<file path="src/rtl/areg_wr_arb_pkg.sv">
// Shared types and constants for the areg write-port arbiter slice.
package areg_wr_arb_pkg;

  localparam int NREGS       = 16;
  localparam int AREG_AW     = $clog2(NREGS);
  localparam int AREG_MIRROR = 8;
  localparam int AREG_WIDTH  = 16;

  typedef enum logic {
    ARB_IDLE,
    ARB_LOCKED
  } arb_state_t;

endpackage

</file>
<file path="src/rtl/areg_wr_arb_if.sv">
// Requester-side handshake plus the write bus driven into areg.
interface areg_wr_arb_if
  import areg_wr_arb_pkg::*;
#(
  parameter int NREQ  = 4,
  parameter int WIDTH = AREG_WIDTH
) ();

  logic                      en;
  logic [NREQ-1:0]           req_v;
  logic [NREQ-1:0]           req_y;
  logic [NREQ-1:0]           req_lock;
  logic [NREQ*AREG_AW-1:0]   req_wa;
  logic [NREQ*WIDTH-1:0]     req_wval;
  logic [NREQ-1:0]           req_rdy;
  logic                      areg_w;
  logic                      areg_y;
  logic [AREG_AW-1:0]        areg_wa;
  logic [WIDTH-1:0]          areg_wval;
  logic [$clog2(NREQ)-1:0]   owner;
  logic                      locked;

  modport master (
    output en, req_v, req_y, req_lock, req_wa, req_wval,
    input  req_rdy, areg_w, areg_y, areg_wa, areg_wval, owner, locked
  );

  modport slave (
    input  en, req_v, req_y, req_lock, req_wa, req_wval,
    output req_rdy, areg_w, areg_y, areg_wa, areg_wval, owner, locked
  );

endinterface

</file>
<file path="src/rtl/areg_wr_arb_rr_pick.sv">
// Combinational round-robin picker: first set mask bit after ptr, wrapping.
module areg_wr_arb_rr_pick #(
  parameter int NREQ = 4
) (
  input  logic [NREQ-1:0]         mask,
  input  logic [$clog2(NREQ)-1:0] ptr,
  output logic [NREQ-1:0]         grant,
  output logic [$clog2(NREQ)-1:0] idx,
  output logic                    any
);

  localparam int PW = $clog2(NREQ);

  // Scan ptr+1, ptr+2, ... and keep the first candidate found.
  always_comb begin
    logic [PW-1:0] cand;
    grant = '0;
    idx   = '0;
    any   = 1'b0;
    cand  = '0;
    for (int k = 1; k <= NREQ; k++) begin
      cand = PW'((int'(ptr) + k) % NREQ);
      if (!any && mask[cand]) begin
        any         = 1'b1;
        idx         = cand;
        grant[cand] = 1'b1;
      end
    end
  end

endmodule

</file>
<file path="src/rtl/areg_wr_arb.sv">
// Round-robin arbiter with bounded lock for the single areg write port.
// The winning request is registered once and presented to areg next cycle.
module areg_wr_arb
  import areg_wr_arb_pkg::*;
#(
  parameter int NREQ     = 4,
  parameter int WIDTH    = AREG_WIDTH,
  parameter int LOCK_MAX = 8
) (
  input logic          clk,
  input logic          rst,
  areg_wr_arb_if.slave bus
);

  localparam int PW = $clog2(NREQ);
  localparam int CW = $clog2(LOCK_MAX + 1);
  localparam logic [CW-1:0] LOCK_MAX_C = CW'(LOCK_MAX);

  arb_state_t           state_q, state_d;
  logic [PW-1:0]        owner_q, owner_d;
  logic [PW-1:0]        ptr_q, ptr_d;
  logic [CW-1:0]        lock_cnt_q, lock_cnt_d;
  logic                 areg_w_q, areg_w_d;
  logic                 areg_y_q, areg_y_d;
  logic [AREG_AW-1:0]   areg_wa_q, areg_wa_d;
  logic [WIDTH-1:0]     areg_wval_q, areg_wval_d;

  logic [NREQ-1:0]      pick_mask, pick_grant, rdy;
  logic [PW-1:0]        pick_idx, sel;
  logic                 pick_any, hold_mode, expire_mode;
  logic                 sel_y;
  logic [AREG_AW-1:0]   sel_wa;
  logic [WIDTH-1:0]     sel_wval;

  // Lock sub-modes: owner-only while the lock is kept and unexpired; owner
  // excluded from the open arbitration in the cycle the lock times out.
  always_comb begin
    hold_mode   = (state_q == ARB_LOCKED) && bus.req_lock[owner_q] && (lock_cnt_q < LOCK_MAX_C);
    expire_mode = (state_q == ARB_LOCKED) && (lock_cnt_q >= LOCK_MAX_C);
    pick_mask   = bus.req_v;
    if (expire_mode) pick_mask[owner_q] = 1'b0;
  end

  areg_wr_arb_rr_pick #(.NREQ(NREQ)) u_pick (
    .mask  (pick_mask),
    .ptr   (ptr_q),
    .grant (pick_grant),
    .idx   (pick_idx),
    .any   (pick_any)
  );

  // Mux the selected requester's write fields (owner while holding, else winner).
  always_comb begin
    sel      = hold_mode ? owner_q : pick_idx;
    sel_y    = 1'b0;
    sel_wa   = '0;
    sel_wval = '0;
    for (int i = 0; i < NREQ; i++) begin
      if (sel == PW'(i)) begin
        sel_y    = bus.req_y[i];
        sel_wa   = bus.req_wa[AREG_AW*i +: AREG_AW];
        sel_wval = bus.req_wval[WIDTH*i +: WIDTH];
      end
    end
  end

  // Grant decision and next-state; grants are suppressed during reset so no
  // requester believes a transfer happened that the flops will discard.
  always_comb begin
    state_d     = state_q;
    owner_d     = owner_q;
    ptr_d       = ptr_q;
    lock_cnt_d  = lock_cnt_q;
    areg_w_d    = 1'b0;
    areg_y_d    = areg_y_q;
    areg_wa_d   = areg_wa_q;
    areg_wval_d = areg_wval_q;
    rdy         = '0;
    if (rst) begin
      rdy = '0;
    end else if (!bus.en) begin
      // Lock timer keeps running (saturating) while arbitration is paused.
      if ((state_q == ARB_LOCKED) && (lock_cnt_q < LOCK_MAX_C))
        lock_cnt_d = lock_cnt_q + CW'(1);
    end else if (hold_mode) begin
      lock_cnt_d = lock_cnt_q + CW'(1);
      if (bus.req_v[owner_q]) begin
        rdy[owner_q] = 1'b1;
        areg_w_d     = 1'b1;
        ptr_d        = owner_q;
      end
    end else begin
      state_d    = ARB_IDLE;
      lock_cnt_d = '0;
      if (pick_any) begin
        rdy      = pick_grant;
        areg_w_d = 1'b1;
        ptr_d    = pick_idx;
        if (bus.req_lock[pick_idx]) begin
          state_d    = ARB_LOCKED;
          owner_d    = pick_idx;
          lock_cnt_d = CW'(1);
        end
      end
    end
    if (areg_w_d) begin
      areg_y_d    = sel_y;
      areg_wa_d   = sel_wa;
      areg_wval_d = sel_wval;
    end
  end

  // State and the registered areg write bus.
  always_ff @(posedge clk) begin
    if (rst) begin
      state_q     <= ARB_IDLE;
      owner_q     <= '0;
      ptr_q       <= PW'(NREQ - 1);
      lock_cnt_q  <= '0;
      areg_w_q    <= 1'b0;
      areg_y_q    <= 1'b0;
      areg_wa_q   <= '0;
      areg_wval_q <= '0;
    end else begin
      state_q     <= state_d;
      owner_q     <= owner_d;
      ptr_q       <= ptr_d;
      lock_cnt_q  <= lock_cnt_d;
      areg_w_q    <= areg_w_d;
      areg_y_q    <= areg_y_d;
      areg_wa_q   <= areg_wa_d;
      areg_wval_q <= areg_wval_d;
    end
  end

  assign bus.req_rdy   = rdy;
  assign bus.areg_w    = areg_w_q;
  assign bus.areg_y    = areg_y_q;
  assign bus.areg_wa   = areg_wa_q;
  assign bus.areg_wval = areg_wval_q;
  assign bus.owner     = owner_q;
  assign bus.locked    = (state_q == ARB_LOCKED);

endmodule

</file>
<file path="src/flat_wrapper.sv">
// flat-port wrapper written by rule: the top's interface ports become plain ports
module areg_wr_arb_flat import areg_wr_arb_pkg::*;
#(
  parameter int NREQ     = 4,
  parameter int WIDTH    = AREG_WIDTH,
  parameter int LOCK_MAX = 8
)
  (clk, rst, bus_en, bus_req_v, bus_req_y, bus_req_lock, bus_req_wa, bus_req_wval, bus_req_rdy, bus_areg_w, bus_areg_y, bus_areg_wa, bus_areg_wval, bus_owner, bus_locked);
  areg_wr_arb_if #(.NREQ(NREQ), .WIDTH(WIDTH)) bus_i ();
  input logic clk;
  input logic rst;
  input wire logic [$bits(bus_i.en)-1:0] bus_en;
  input wire logic [$bits(bus_i.req_v)-1:0] bus_req_v;
  input wire logic [$bits(bus_i.req_y)-1:0] bus_req_y;
  input wire logic [$bits(bus_i.req_lock)-1:0] bus_req_lock;
  input wire logic [$bits(bus_i.req_wa)-1:0] bus_req_wa;
  input wire logic [$bits(bus_i.req_wval)-1:0] bus_req_wval;
  output wire logic [$bits(bus_i.req_rdy)-1:0] bus_req_rdy;
  output wire logic [$bits(bus_i.areg_w)-1:0] bus_areg_w;
  output wire logic [$bits(bus_i.areg_y)-1:0] bus_areg_y;
  output wire logic [$bits(bus_i.areg_wa)-1:0] bus_areg_wa;
  output wire logic [$bits(bus_i.areg_wval)-1:0] bus_areg_wval;
  output wire logic [$bits(bus_i.owner)-1:0] bus_owner;
  output wire logic [$bits(bus_i.locked)-1:0] bus_locked;
  assign bus_i.en = bus_en;
  assign bus_i.req_v = bus_req_v;
  assign bus_i.req_y = bus_req_y;
  assign bus_i.req_lock = bus_req_lock;
  assign bus_i.req_wa = bus_req_wa;
  assign bus_i.req_wval = bus_req_wval;
  assign bus_req_rdy = bus_i.req_rdy;
  assign bus_areg_w = bus_i.areg_w;
  assign bus_areg_y = bus_i.areg_y;
  assign bus_areg_wa = bus_i.areg_wa;
  assign bus_areg_wval = bus_i.areg_wval;
  assign bus_owner = bus_i.owner;
  assign bus_locked = bus_i.locked;
  areg_wr_arb #(.NREQ(NREQ), .WIDTH(WIDTH), .LOCK_MAX(LOCK_MAX)) u_core (.clk(clk), .rst(rst), .bus(bus_i));
endmodule
</file>
<file path="config.mk">
export PLATFORM = sky130hd
export DESIGN_NAME = areg_wr_arb_flat
export DESIGN_NICKNAME = d
export VERILOG_FILES = /design/src/rtl/areg_wr_arb_pkg.sv /design/src/rtl/areg_wr_arb_if.sv /design/src/rtl/areg_wr_arb_rr_pick.sv /design/src/rtl/areg_wr_arb.sv /design/src/flat_wrapper.sv
export SDC_FILE = /design/constraint.sdc
export NUM_CORES = 1
export LEC_CHECK = 0
export CAP_MARGIN = 20
export CORE_ASPECT_RATIO = 1.5
export CORE_UTILIZATION = 43
export CTS_BUF_LIST = sky130_fd_sc_hd__clkbuf_4 sky130_fd_sc_hd__clkbuf_8
export DETAILED_ROUTE_END_ITERATION = 8
export GPL_ROUTABILITY_DRIVEN = 1
export PLACE_DENSITY = 0.94
export RECOVER_POWER = 50
export SKIP_CTS_REPAIR_TIMING = 1
export SYNTH_ARGS = -nofsm -noshare
export SYNTH_HDL_FRONTEND = slang
export SYNTH_SLANG_ARGS = --single-unit
</file>
<file path="constraint.sdc">
create_clock -name clk -period 3.9 [get_ports clk]
set_input_delay 0.78 -clock clk [delete_from_list [all_inputs] [get_ports clk]]
set_output_delay 0.78 -clock clk [all_outputs]
set_load 0.03 [all_outputs]
</file>
# Word level (Yosys, flattened, before mapping)
# Cells that the tools add are included.
[totals]
ff_bits = 31
input_bits = 95
output_inout_bits = 29
word_cells = 127
[op_classes]
add_sub_neg = 5
n_lt_le_gt_ge = 13
eq_ne = 4
mux = 70
bitwise = 6
n_reduce_logical = 21
[op_table]
columns = ["operator", "n"]
rows = [
  ["$mux W4", 18],
  ["$mux W16", 4],
  ["$mux W1", 28],
  ["$lt A2 B3 Y1 const B", 6],
  ["$mux W2", 8],
  ["$bmux W1 S2", 7],
  ["$logic_and A1 B1 Y1", 12],
  ["$or A4 B4 Y4", 3],
  ["$demux W1 S2", 5],
  ["$ge A2 B1 Y1 const B", 5],
  ["$add A2 B1 Y2 const B", 2],
  ["$add A2 B2 Y2 const B", 2],
  ["$add A4 B1 Y4 const B", 1],
  ["$and A4 B4 Y4", 1],
  ["$eq A2 B2 Y1 const B", 2],
  ["$ge A4 B4 Y1 const B", 1],
  ["$lt A4 B4 Y1 const B", 1],
  ["$not A4 Y4", 1],
  ["$reduce_and A4 Y1", 1],
  ["$reduce_bool A2 Y1", 2],
  ["$logic_not A1 Y1", 3],
  ["$reduce_and A3 Y1", 1],
  ["$eq A2 B1 Y1 const B", 1],
  ["$logic_not A2 Y1", 1],
  ["3 further kinds", 3],
]

# Depth between registers and ports, before layout
[logic_depth]
word_depth = 25
ltp_mapped = 13
ltp_nobuf = 10

# By module
# From an unflattened synthesis, not the netlist that was laid out.
[hier_totals]
cells_unflattened = 350
hier_area_um2 = 3065.4
[modules_own_cells]
columns = ["mod", "instances", "cells_per_inst", "area_per_inst_um2", "seq_area_each_um2"]
rows = [
  ["areg_wr_arb", 1, 282, 2539.9, 620.6],
  ["areg_wr_arb_rr_pick", 1, 68, 525.5, 0.0],
]

# Least setup slack after synthesis
# OpenSTA, ideal clock, no wires.
[synth_path]
kind = "register to output"
startpoint = "reg u_core.ptr_q[1]"
endpoint = "out bus_req_rdy[3]"
arrival_ps = 3036
required_ps = 3120
slack_ps = 84
path_stages_with_launch = 11
n_path_buf = 2
cell_sequence = "dfxtp_1 > clkbuf_1 > inv_1 > ha_1 > clkbuf_1 > inv_1 > mux4_2 > nor2_1 > a22o_1 > mux2i_1 > a311oi_1"
[synth_between]
elab_chain_len = 17
elab_cells_between_ends = 53
cone_classes = "4 x add/sub; 8 x order compare; 28 x mux; 3 x bitwise; 10 x reduce/logical"
[synth_rtl]
columns = ["item", "line_no", "source"]
rows = [
  ["start, declared", "areg_wr_arb.sv:21", "logic [PW-1:0] ptr_q, ptr_d;"],
  ["start signal, assigned", "areg_wr_arb.sv:118", "ptr_q <= PW'(NREQ - 1);"],
  ["start signal, assigned", "areg_wr_arb.sv:127", "ptr_q <= ptr_d;"],
  ["parallel branches: the longest is 13 deep, another holds $lt A2 B3 Y1", "n/a", ""],
  ["$mux W4 *", "areg_wr_arb.sv:95", "if (pick_any) begin"],
  ["$mux W4 *", "areg_wr_arb.sv:85", "end else if (hold_mode) begin"],
  ["$mux W4 *", "areg_wr_arb.sv:81", "end else if (!bus.en) begin"],
  ["$mux W4 *", "areg_wr_arb.sv:79", "if (rst) begin"],
  ["end, declared", "flat_wrapper.sv:18", "output wire logic [$bits(bus_i.req_rdy)-1:0] bus_req_rdy;"],
]
# Every way passes the cells marked *. The select of a mux whose other input is x is not followed.

# Worst setup path after layout
[layout_path]
startpoint = "in bus_req_v[1]"
endpoint = "out bus_req_rdy[1]"
[layout_between]
elab_chain_len = 18
elab_cells_between_ends = 34
cone_classes = "24 x mux; 4 x bitwise; 6 x reduce/logical"
[layout_rtl]
columns = ["item", "line_no", "source"]
rows = [
  ["start, declared", "flat_wrapper.sv:13", "input wire logic [$bits(bus_i.req_v)-1:0] bus_req_v;"],
  ["$and A4 B4 Y4 (no line)", "n/a", ""],
  ["$mux W4", "areg_wr_arb.sv:41", "if (expire_mode) pick_mask[owner_q] = 1'b0;"],
  ["$bmux W1 S2", "areg_wr_arb_rr_pick.sv:23", "if (!any && mask[cand]) begin"],
  ["$mux W1 (not written as such)", "areg_wr_arb_rr_pick.sv:23", ""],
  ["$mux W1", "areg_wr_arb_rr_pick.sv:23", ""],
  ["$logic_not A1 Y1", "areg_wr_arb_rr_pick.sv:23", ""],
  ["$logic_and A1 B1 Y1", "areg_wr_arb_rr_pick.sv:23", ""],
  ["$mux W1", "areg_wr_arb_rr_pick.sv:23", ""],
  ["[... 2 more ...]", "n/a", ""],
  ["$mux W1", "areg_wr_arb_rr_pick.sv:23", ""],
  ["$logic_not A1 Y1", "areg_wr_arb_rr_pick.sv:23", ""],
  ["$logic_and A1 B1 Y1", "areg_wr_arb_rr_pick.sv:23", ""],
  ["$mux W4 or $mux W1 (tied branches)", "areg_wr_arb_rr_pick.sv:23", ""],
  ["$mux W4", "areg_wr_arb.sv:95", ""],
  ["$mux W4 *", "areg_wr_arb.sv:85", ""],
  ["$mux W4 *", "areg_wr_arb.sv:81", ""],
  ["$mux W4 *", "areg_wr_arb.sv:79", ""],
]
# Mark *: on every way between the ends. The rest lies on a longest branch, timed or not. The select of a mux whose other input is x is not followed.

==> results.tsv <==
stage	metric	value	unit
yosys	synth-simple-area-share	16.5	%
yosys	yosysTopAreaCellShare	23.7	%
die	core-area	0.00583	sq mm
critical_path	crit_arrival	2980	ps
critical_path	worst-path-buf-inv	2	
layout	utilization	69.4	%
yosys	postSynthNetCount	374	
sta	finalClockSkew	8.38	ps
critical_path	cp_data_required_time	3120	ps
layout	fillers	430	
die	rows	34	
yosys	synth_area_leaders	dfxtp_1, mux2_4, mux2_2	
critical_path	path_cells	clkdlybuf4s50_1 > and2_1 > mux4_2 > nor3_1 > a222oi_1 > a31oi_1 > buf_4	
yosys	synth-main-ff-cell	dfxtp_1	
layout	nets	498	
yosys	synthDistinctLibCells	52	
sta	tns	0	ps
sta	worstMarginPinSlew	582	ps
yosys	synth_warnings	0	
sta	max_freq	266	MHz
critical_path	path_class	in2out	
critical_path	critPathMaxFanout	5	
drt	drtAntennaViolNets	0	
sta	final_max_slew_viol_count	0	
place	io_buffer_count	123	
drt	drt-vias-per-instance	5.92	
cts	clk_pin_slew	60	ps
power_and_ir_drop	power.internal	0.000983	W
global_routing	grt_pass1_vias	2907	
place	dp_hpwl	6520	um
critical_path	end_kind	output pin	
layout	antenna_cells	0	
critical_path	start_kind	input pin	
sta	hold_viol_final	0	
cts	cts_buffers	5	
critical_path	crit_family	buffers and inverters	
hold_path	hold_path.class	reg2reg	
outcome	status	finished, final reports clean	
power_and_ir_drop	pwr_density_cell	374	mW/mm^2
power_and_ir_drop	p_clk_share	21.6	%
cts	cts-root-buf	clkbuf_8	
drt	first_pass_iters	4	
layout	area_delta_synth_final	54.1	%
die	die_y	97.7	um
die	start_util	45.0	%
die	dieArea	0.00642	sq mm
global_routing	grt_use_total	27.6	%
yosys	syn_area_per_cell	9.75	sq um
place	gp_congestion	0.999	
global_routing	grt_pass1_wl	13800	um
sta	slew_headroom	61.1	%
job	maxCapViolCount	0	
cts	clk_path_buf_depth	2	
power_and_ir_drop	comb_power_share	51.7	%
sta	min_period	3760	ps
yosys	syn_inst	269	
yosys	synth-compound-area-share	20.6	%
yosys	synthMuxAreaShare	28.1	%
die	die_w	65.8	um
power_and_ir_drop	swShare	35.0	%
cts	cts_tree	done	
layout	regArea	621	sq um
cts	clock_latency	280	ps
sta	post-route-period-util	96.3	%
drt	detail_route.wl_per_cell	18.2	um
drt	drt_iter0_drc	247	
die	io_pins	124	
layout	post_route_cells_drive_above_1_share	19.5	%
yosys	synthXorXnorAreaFrac	1.00	%
yosys	netlist_area	0.00262	sq mm
global_routing	grt-ovfl-total	0	
yosys	synth_largest_area_cell	dfxtp_1	
yosys	synth.most_common_cell	dfxtp_1	
power_and_ir_drop	p_leak	1.76	nW
yosys	synthAdderAreaFrac	4.77	%
global_routing	grt_max_degree	29	
yosys	synth_edf_count	0	
critical_path	critPathSlowestCell	mux4_2	
yosys	synth_top_family_by_area	multiplexers	
sta	setup_violations	0	
global_routing	grt_antenna_before_repair	0	
sta	rsz0062_at_grt	false	
cts	cts-htree-levels	2	
cts	cts_sinks	31	
yosys	synth_top_cells_by_count	dfxtp_1, and3_1, mux2_2, a221o_1	
yosys	async_flop_share	0	%
yosys	seq_area_frac_synth	23.7	%
power_and_ir_drop	peakVddDrop	0.256	mV
drt	post-route-drc-count	0	
power_and_ir_drop	p_switching	0.000530	W
critical_path	cpPeakStageDelay	520	ps
drt	vias	2758	
layout	multi_input_area	0.00186	sq mm
yosys	synth-seq-cells	31	
drt	drt-total-wl	8480	um
power_and_ir_drop	p_seq_share	26.7	%
## power by group through the flow
stage / clock network, W / registers (W) / logic (W)
detailed placement: 0 / 0.000410 / 0.000792
CTS: 0.000331 / 0.000405 / 0.000795
global placement: 0 / 0.000409 / 0.000777
global route: 0.000344 / 0.000409 / 0.000831
finish: 0.000327 / 0.000404 / 0.000781
floorplan: 0 / 0.000483 / 0.000442
## per-stage QoR
stage          area [sq um]  setup slack (ps)  hold WS, ps  power [W]  cells
2_1_floorplan          2620              84.0          479   0.000925    269
3_3_place_gp           3930               252          499    0.00119    458
3_5_place_dp           3930               200          537    0.00120    458
4_1_cts                4050               210          560    0.00153    466
5_1_grt                4040              1.65          576    0.00158    466
6_report               4040               144          549    0.00151    466
## worst register-to-register path, cell delays in order (launching register included)
cell and delay (ps):
dfxtp_1 310, inv_1 250, ha_1 370, o32ai_1 430
a21oi_1 70, o211a_1 230, o21a_4 250, mux2i_4 180
buf_4 290, mux2_4 320, a221o_1 350
## cell usage in the layout (no fill, tap or decap), drive strengths merged, types with 5 or more instances in the layout
master         instances
buf                   14
nand2                 18
a21oi                  7
clkbuf                 8
a221o                 21
and3                  24
ha                    10
dfxtp                 31
clkdlybuf4s50         94
mux2i                  6
inv                   10
mux4                   5
o21ai                  7
dlygate4sd3           25
nor2                  10
mux2                  43
o211ai                 5
## metal layers
| metal | wire length (um) | share of wire [%] | vias to the layer above | global-route usage [%] |
|---|---|---|---|---|
| li1 | - | - | 1286 | - |
| met1 | 3100 | 37 | 1313 | 29.9 |
| met2 | 4640 | 55 | 132 | 49.6 |
| met3 | 463 | 5.5 | 27 | 5.87 |
| met4 | 280 | 3.3 | 0 | 11.2 |
| met5 | 0 | 0 | - | 0 |
## registers in the layout, summed over array words and instances, names as in the netlist
name and count:
u_core.bus.areg_wa 4, u_core.bus.areg_wval 16, u_core.bus.locked 1, u_core.bus.owner 2, u_core.ptr_q 2, u_core.bus.areg_w 1
u_core.bus.areg_y 1, u_core.lock_cnt_q 4
## logic make-up (layout without fill, tap and decap cells)
logic type,Yosys count,count (layout)
AO/OA/AOI/OAI,64,64
multiplexers,54,54
flip-flops,31,31
AND/OR/NAND/NOR,79,79
XOR/XNOR,3,3
adder cells (fa/ha/maj),10,10
buffers and inverters,28,153
## final cells by class
type | count | area share, %
repair buffers | 135 | 32.5
flip-flops and latches | 31 | 15.3
clock buffers | 6 | 2.04
multi-input cells | 210 | 46.0
clock inverters | 2 | 0.866
well taps | 72 | 2.23
inverters | 10 | 0.928
## final timing paths
check                                 endpoint  cells past startpoint  slack (ps)                               from
max                             bus_req_rdy[1]                      7         140                       bus_req_v[1]
min          u_core.lock_cnt_q[2]$_SDFFE_PP0P_                      2         550  u_core.lock_cnt_q[2]$_SDFFE_PP0P_
max reg2reg     u_core.bus.areg_y$_SDFFE_PP0P_                     10         730       u_core.ptr_q[0]$_SDFFE_PP1P_
min reg2reg  u_core.lock_cnt_q[2]$_SDFFE_PP0P_                      2         550  u_core.lock_cnt_q[2]$_SDFFE_PP0P_
Power figures use the tool's default switching activity.
